<file path="src/rtl/brightness_ctrl_pkg.sv">
// Shared types and constants for the brightness stage and its frame controller.
package brightness_ctrl_pkg;

    typedef logic [7:0]        color_t;
    typedef logic signed [8:0] color_signed_t;

    localparam color_t MIN_COLOR = 8'd0;
    localparam color_t MAX_COLOR = 8'd255;

    // Legal range of the brightness offset applied by the stage
    localparam int MIN_PARAM = -255;
    localparam int MAX_PARAM = 255;

    typedef enum logic [1:0] {
        IDLE   = 2'd0,
        SAMPLE = 2'd1,
        CALC   = 2'd2,
        DONE   = 2'd3
    } bctrl_state_t;

    // One complete host configuration; moved as a unit from shadow to active
    typedef struct packed {
        logic          en;
        logic          auto_en;
        color_signed_t param;
        color_t        target;
        color_t        step;
    } bctrl_cfg_t;

    // Clamp a 10-bit signed sum into the legal parameter range
    function automatic color_signed_t sat_param(input logic signed [9:0] v);
        if (v > 10'(MAX_PARAM)) begin
            return color_signed_t'(MAX_PARAM);
        end else if (v < 10'(MIN_PARAM)) begin
            return color_signed_t'(MIN_PARAM);
        end else begin
            return v[8:0];
        end
    endfunction

endpackage

</file>
<file path="src/rtl/brightness_ctrl_luma.sv">
// Luma accumulator: sums the first 2^LOG2_SAMPLES accepted pixels of a frame.
// 'clear' restarts the sum with the current pixel (the sof pixel counts),
// 'add' accumulates the current pixel. 'last_sample' flags the pixel that
// completes the quota, in the same cycle it is presented.
module luma_accum
    import brightness_ctrl_pkg::*;
#(
    parameter int LOG2_SAMPLES = 4,
    parameter int ACC_W        = 8 + LOG2_SAMPLES
) (
    input  logic             clk,
    input  logic             resetN,
    input  logic             clear,
    input  logic             add,
    input  color_t           pixel,
    output logic [ACC_W-1:0] acc_sum,
    output logic             last_sample
);

    localparam int                CNT_W = LOG2_SAMPLES + 1;
    localparam logic [CNT_W-1:0]  QUOTA = CNT_W'(2 ** LOG2_SAMPLES);

    logic [ACC_W-1:0] acc_reg;
    logic [CNT_W-1:0] cnt_reg;
    logic [CNT_W-1:0] cnt_next;

    // Count after this pixel, and whether it completes the quota
    always_comb begin
        cnt_next    = clear ? CNT_W'(1) : cnt_reg + CNT_W'(1);
        last_sample = (clear | add) && (cnt_next == QUOTA);
    end

    // Sum and counter; only move on a qualified pixel
    always_ff @(posedge clk or negedge resetN) begin
        if (!resetN) begin
            acc_reg <= '0;
            cnt_reg <= '0;
        end else if (clear) begin
            acc_reg <= ACC_W'(pixel);
            cnt_reg <= cnt_next;
        end else if (add) begin
            acc_reg <= acc_reg + ACC_W'(pixel);
            cnt_reg <= cnt_next;
        end
    end

    assign acc_sum = acc_reg;

endmodule

</file>
<file path="src/rtl/brightness_ctrl.sv">
// Frame-synchronous controller for the brightness stage. Host writes land in a
// shadow copy and are committed only at an accepted end-of-frame, so a frame
// never sees two parameter values. In auto mode the mean luma of the first
// pixels of a frame drives a rate-limited, saturated step toward a target.
module brightness_ctrl
    import brightness_ctrl_pkg::*;
#(
    parameter int LOG2_SAMPLES = 4,
    parameter int ACC_W        = 8 + LOG2_SAMPLES
) (
    input  logic          clk,
    input  logic          resetN,
    input  color_t        color_in,
    input  logic          color_in_valid,
    input  logic          datapath_ready,
    input  logic          sof,
    input  logic          eof,
    input  logic          cfg_wr,
    input  logic          cfg_en,
    input  logic          cfg_auto,
    input  color_signed_t cfg_param,
    input  color_t        cfg_target,
    input  color_t        cfg_step,
    output logic          en_bp,
    output color_signed_t brightness_param,
    output logic          param_update,
    output color_t        avg_luma,
    output logic          auto_busy,
    output logic          short_frame
);

    logic accept, sof_acc, eof_acc, pend_commit;
    logic acc_clear, acc_add, last_sample;
    logic [ACC_W-1:0] acc_sum;

    bctrl_state_t  state_reg, state_next;
    bctrl_cfg_t    shadow_reg, shadow_next;
    bctrl_cfg_t    active_reg, active_next;
    logic          pending_reg, pending_next;
    color_signed_t result_reg, result_next, result_calc;
    color_t        avg_reg, avg_next, avg_calc;
    logic          update_reg, update_next;
    logic          short_reg, short_next;

    logic [ACC_W-1:0]   acc_shr;
    logic signed [9:0]  err_raw, step_s, err_clamped, param_sum;

    assign accept      = color_in_valid & datapath_ready;
    assign sof_acc     = sof & accept;
    assign eof_acc     = eof & accept;
    // A pending host commit overrides everything else at end-of-frame
    assign pend_commit = eof_acc & pending_reg;
    assign acc_clear   = !pend_commit && (state_reg == IDLE) && sof_acc
                         && active_reg.auto_en && active_reg.en;
    assign acc_add     = !pend_commit && (state_reg == SAMPLE) && accept;

    luma_accum #(
        .LOG2_SAMPLES (LOG2_SAMPLES),
        .ACC_W        (ACC_W)
    ) u_luma (
        .clk         (clk),
        .resetN      (resetN),
        .clear       (acc_clear),
        .add         (acc_add),
        .pixel       (color_in),
        .acc_sum     (acc_sum),
        .last_sample (last_sample)
    );

    // Mean, clamped error and saturated new parameter (used in CALC)
    always_comb begin
        acc_shr  = acc_sum >> LOG2_SAMPLES;
        avg_calc = acc_shr[7:0];
        err_raw  = $signed({2'b00, active_reg.target}) - $signed({2'b00, avg_calc});
        step_s   = $signed({2'b00, active_reg.step});
        err_clamped = err_raw;
        if (err_raw > step_s) begin
            err_clamped = step_s;
        end else if (err_raw < -step_s) begin
            err_clamped = -step_s;
        end
        param_sum   = $signed({active_reg.param[8], active_reg.param}) + err_clamped;
        result_calc = sat_param(param_sum);
    end

    // FSM, shadow/active registers and commit priority
    always_comb begin
        state_next   = state_reg;
        shadow_next  = shadow_reg;
        active_next  = active_reg;
        pending_next = pending_reg;
        result_next  = result_reg;
        avg_next     = avg_reg;
        short_next   = 1'b0;

        if (pend_commit) begin
            active_next  = shadow_reg;
            pending_next = 1'b0;
            state_next   = IDLE;
        end else begin
            case (state_reg)
                IDLE: begin
                    if (acc_clear) begin
                        if (last_sample) begin
                            state_next = CALC;
                        end else if (eof_acc) begin
                            short_next = 1'b1;
                        end else begin
                            state_next = SAMPLE;
                        end
                    end
                end
                SAMPLE: begin
                    if (acc_add) begin
                        if (last_sample) begin
                            state_next = CALC;
                        end else if (eof_acc) begin
                            state_next = IDLE;
                            short_next = 1'b1;
                        end
                    end
                end
                CALC: begin
                    avg_next    = avg_calc;
                    result_next = result_calc;
                    state_next  = DONE;
                end
                DONE: begin
                    if (eof_acc) begin
                        active_next.param = result_reg;
                        state_next        = IDLE;
                    end
                end
                default: state_next = IDLE;
            endcase
        end

        // A write in the commit cycle is held for the following end-of-frame
        if (cfg_wr) begin
            shadow_next = '{en: cfg_en, auto_en: cfg_auto, param: cfg_param,
                            target: cfg_target, step: cfg_step};
            pending_next = 1'b1;
        end

        update_next = (active_next.en != active_reg.en) ||
                      (active_next.param != active_reg.param);
    end

    // State registers
    always_ff @(posedge clk or negedge resetN) begin
        if (!resetN) begin
            state_reg   <= IDLE;
            shadow_reg  <= '0;
            active_reg  <= '0;
            pending_reg <= 1'b0;
            result_reg  <= '0;
            avg_reg     <= '0;
            update_reg  <= 1'b0;
            short_reg   <= 1'b0;
        end else begin
            state_reg   <= state_next;
            shadow_reg  <= shadow_next;
            active_reg  <= active_next;
            pending_reg <= pending_next;
            result_reg  <= result_next;
            avg_reg     <= avg_next;
            update_reg  <= update_next;
            short_reg   <= short_next;
        end
    end

    assign en_bp            = active_reg.en;
    assign brightness_param = active_reg.param;
    assign param_update     = update_reg;
    assign avg_luma         = avg_reg;
    assign auto_busy        = (state_reg != IDLE);
    assign short_frame      = short_reg;

endmodule

</file>
<file path="config.mk">
export PLATFORM = sky130hd
export DESIGN_NAME = brightness_ctrl
export DESIGN_NICKNAME = d
export VERILOG_FILES = /design/src/rtl/brightness_ctrl_pkg.sv /design/src/rtl/brightness_ctrl_luma.sv /design/src/rtl/brightness_ctrl.sv
export SDC_FILE = /design/constraint.sdc
export NUM_CORES = 1
export LEC_CHECK = 0
export CAP_MARGIN = 20
export CORE_MARGIN = 8
export CORE_UTILIZATION = 50
export CTS_BUF_LIST = sky130_fd_sc_hd__clkbuf_2
export DETAILED_ROUTE_END_ITERATION = 12
export PLACE_DENSITY = 0.7
export SYNTH_ARGS = -nofsm -noshare
export SYNTH_HDL_FRONTEND = slang
export SYNTH_SLANG_ARGS = --single-unit
export TNS_END_PERCENT = 10
</file>
<file path="constraint.sdc">
create_clock -name clk -period 15.6 [get_ports clk]
set_clock_uncertainty 0.1 [all_clocks]
set_input_delay 3.12 -clock clk [delete_from_list [all_inputs] [get_ports clk]]
set_output_delay 3.12 -clock clk [all_outputs]
set_load 0.02 [all_outputs]
</file>
==> run_results.csv <==
group,metric,value,unit
run_status,status,"finished, final reports clean",
detailed_routing,firstDrtPassIters,5,
grt,use_met2,30.67,%
floorplan,core_region_area,11470,um^2
placement,dp.cells,799,
logic_synthesis,ys.warnings.count,0,
clock_tree,cts_tree,"yes",
grt,grtUsageMet1,22.36,%
logic_synthesis,synth_seq_area_share,39.38,%
logic_synthesis,synthFlopType,"dfrtp_1",
timing,min_period,6932,ps
min_path,min_path_type,"register to register",
floorplan,dieHeight,124.7,um
timing,worstMarginPinSlew,767.5,ps
logic_synthesis,synth_top_area_share,39.38,%
placement,dpl.hpwl,10.56,mm
critical_path,crit_top_cell,"ha_1",
cells_and_area,final_cell_mix,"dfrtp_1 (93), nand2_1 (78), clkdlybuf4s50_1 (61)",
clock_tree,cts_setup_buffers,0,
clock_tree,cts-root-buf,"clkbuf_2",
clock_tree,numClockSinks,93,
floorplan,initial_utilization,51.53,%
cells_and_area,drive_above_1_share,9.821,%
grt,grt_busiest_layer,"met2",
pwr,p_leak,2.941,nW
clock_tree,cts-htree-levels,3,
detailed_routing,drtAntennaViolNets,0,
pwr,power_density,204.2,nW/um^2
logic_synthesis,syn_area,5909,um^2
logic_synthesis,syn-num-nets,708,
logic_synthesis,synth_edf_count,0,
cells_and_area,fill_cells,1005,
timing,clock.fmax,144.3,MHz
clock_tree,ctsHoldBuffers,0,
critical_path,r2r_slack,8670,ps
placement,port_buffers,62,
timing,final-max-slew-violation-count,0,
critical_path,end_kind,"register",
grt,grtUsageMet3,3.830,%
floorplan,ios,63,
cells_and_area,multi_input_area,3281,um^2
critical_path,required,16040,ps
clock_tree,clockBufferDepth,2,
critical_path,crit_start,"u_luma.acc_sum[5]$_DFFE_PN0P_",
pwr,total_power,1.371,mW
detailed_routing,vias_per_cell,5.707,
cells_and_area,diodes,0,
critical_path,crit_family,"compound AO/OA/AOI/OAI gates",
logic_synthesis,syn_inst,619,
grt,grt_overflow_total,0,
grt,antenna_found_initial,0,
detailed_routing,wire_per_inst,17.07,um
critical_path,reg2reg_depth,26,
critical_path,crit_path_end,"result_reg[5]$_DFFE_PN0P_",
timing,rsz0062_at_grt,"false",
critical_path,cp-start-kind,"register",
logic_synthesis,synth_area_per_cell,9.547,um^2
grt,grt_max_degree,61,
cells_and_area,stdcell_count,815,
critical_path,cp_num_cells,26,
grt,grt_first_pass_wirelength,23.68,mm
timing,setup_viol,0,
cells_and_area,final_nets,756,
floorplan,die_w,124.7,um
floorplan,row_count,39,
critical_path,critical_path_class,"register to register",
critical_path,cp_max_fo,13,
logic_synthesis,yosys.area.top_type,"dfrtp_1",
timing,max_slew_margin,48.84,%
detailed_routing,wirelength,13.91,mm
run,drv_cap,0,
detailed_routing,drc,0,
logic_synthesis,synthDistinctLibCells,69,
detailed_routing,drt_iter0_markers,172,
logic_synthesis,synthArstFlopShare,100.0,%
timing,fin_setup_tns,0,ps
critical_path,worst-path-buf-inv,1,
clock_tree,insertion_delay,630,ps
critical_path,reg2reg_from,"u_luma.acc_sum[5]$_DFFE_PN0P_",
critical_path,timing.rr.end,"result_reg[5]$_DFFE_PN0P_",
critical_path,slowest_stage,"a311oi_4",
logic_synthesis,synth.area.top_cells,"dfrtp_1 (39%), ha_1 (9.3%), mux2_2 (5.5%)",
cells_and_area,largest_reg_flops,27,
floorplan,die_area,15550,um^2
critical_path,max_stage_delay,450,ps
grt,grtUsageTotal,18.46,%
clock_tree,clkSlewWorstSetupHoldPaths,270,ps
timing,finalCritPeriodShare,44.43,%
critical_path,cp.arrival,7370,ps
clock_tree,ctsResizeCount,0,
detailed_routing,vias,4651,
clock_tree,cts_inserted_buffers,9,
placement,routabilityCongestion,0.8991,
logic_synthesis,ys_ff_latch,93,
pwr,ir_worst_vdd,0.1261,mV
grt,grt_pass1_vias,4910,
cells_and_area,final-seq-area,2327,um^2
timing,hold_violations,0,
cells_and_area,area_growth,13.64,%
cells_and_area,final_common_cell,"dfrtp_1",
## cells in the mapped netlist, types with 3 or more instances
library cell,number
nor4_1,5
nor2b_1,4
o21ai_1,5
a21oi_1,25
clkbuf_1,14
inv_1,39
xnor2_1,26
o21a_1,9
dfrtp_1,93
a31oi_1,5
nand4_1,5
ha_1,44
nand2b_1,3
buf_1,3
mux2_2,29
o31ai_1,9
o21ai_0,47
a21o_1,6
xor2_1,12
nor2_1,42
nor3_1,12
and3_1,3
nand2_1,78
nand3_1,15
buf_4,10
fa_1,3
o22ai_1,4
mux2i_1,15
## stage by stage
stage	hold WS (ps)	worst slack (ps)	area, um^2	utilization, %
2_1_floorplan	334.8	9416	5909	-
6_report	392.7	8668	6715	58.56
3_3_place_gp	349.6	8909	6581	57.39
3_5_place_dp	355.5	8700	6581	57.39
5_1_grt	444.3	8282	6715	58.56
4_1_cts	404.9	8675	6715	58.56
## cell type report
type,count,share of cell area [%]
multi-input cells,458,48.85
repair buffers,66,9.652
inverters,39,2.180
well taps,143,2.664
clock buffers,9,0.6708
flip-flops and latches,93,34.66
clock inverters,7,1.323
## worst min path at each step
stage | startpoint | endpoint | cells after the start
CTS | shadow_reg[14]$_DFFE_PN0P_ | active_reg[14]$_DFFE_PN0P_ | 2
detailed placement | shadow_reg[14]$_DFFE_PN0P_ | active_reg[14]$_DFFE_PN0P_ | 2
global route | active_reg[10]$_DFFE_PN0P_ | active_reg[10]$_DFFE_PN0P_ | 2
floorplan | shadow_reg[10]$_DFFE_PN0P_ | active_reg[10]$_DFFE_PN0P_ | 2
finish | shadow_reg[0]$_DFFE_PN0P_ | active_reg[0]$_DFFE_PN0P_ | 2
global placement | shadow_reg[14]$_DFFE_PN0P_ | active_reg[14]$_DFFE_PN0P_ | 2
## worst register-to-register path, cell delays in order, from the launching register on
cell and delay, ps:
dfrtp_1 440, inv_1 130, ha_1 260, nor2b_4 130, o31a_1 270, o31a_1 290
o21a_1 180, nor2_1 120, xnor2_1 200, ha_1 300, a21o_1 190, a21oi_1 140
nor2b_1 60, a311oi_1 390, and2_4 260, xnor2_2 280, mux2_1 410, o21a_1 180
ha_1 270, a211o_1 310, a221o_1 350, o221a_2 290, a311oi_4 450, nor3_1 120
mux2_2 310, nor3_2 320, a21oi_1 140
## routing by layer
layer	part of all wire, %	vias to the layer above
li1	-	2266
met1	44	2272
met2	49	90
met3	4.4	23
met4	2.4	0
met5	0	-
## power breakdown
part | internal [mW] | switching, mW | leakage [nW] | total [mW]
Sequential | 0.276 | 0.0343 | 1.17 | 0.310
Clock | 0.0522 | 0.0869 | 0.0774 | 0.139
Combinational | 0.392 | 0.530 | 1.69 | 0.922
Total | 0.720 | 0.652 | 2.94 | 1.37
## cell families (layout without fill, tap and decap cells)
group           after synthesis  count (layout)  synth area share [%]
xor+xnor                     39              39                 5.907
flops                        93              93                 39.38
fa+ha+maj                    47              47                 10.33
compound gates              139             139                 15.58
mux                          45              45                 8.257
simple gates                188             188                 15.44
buf+inv                      68             121                 5.103
Power figures use the tool's default switching activity.
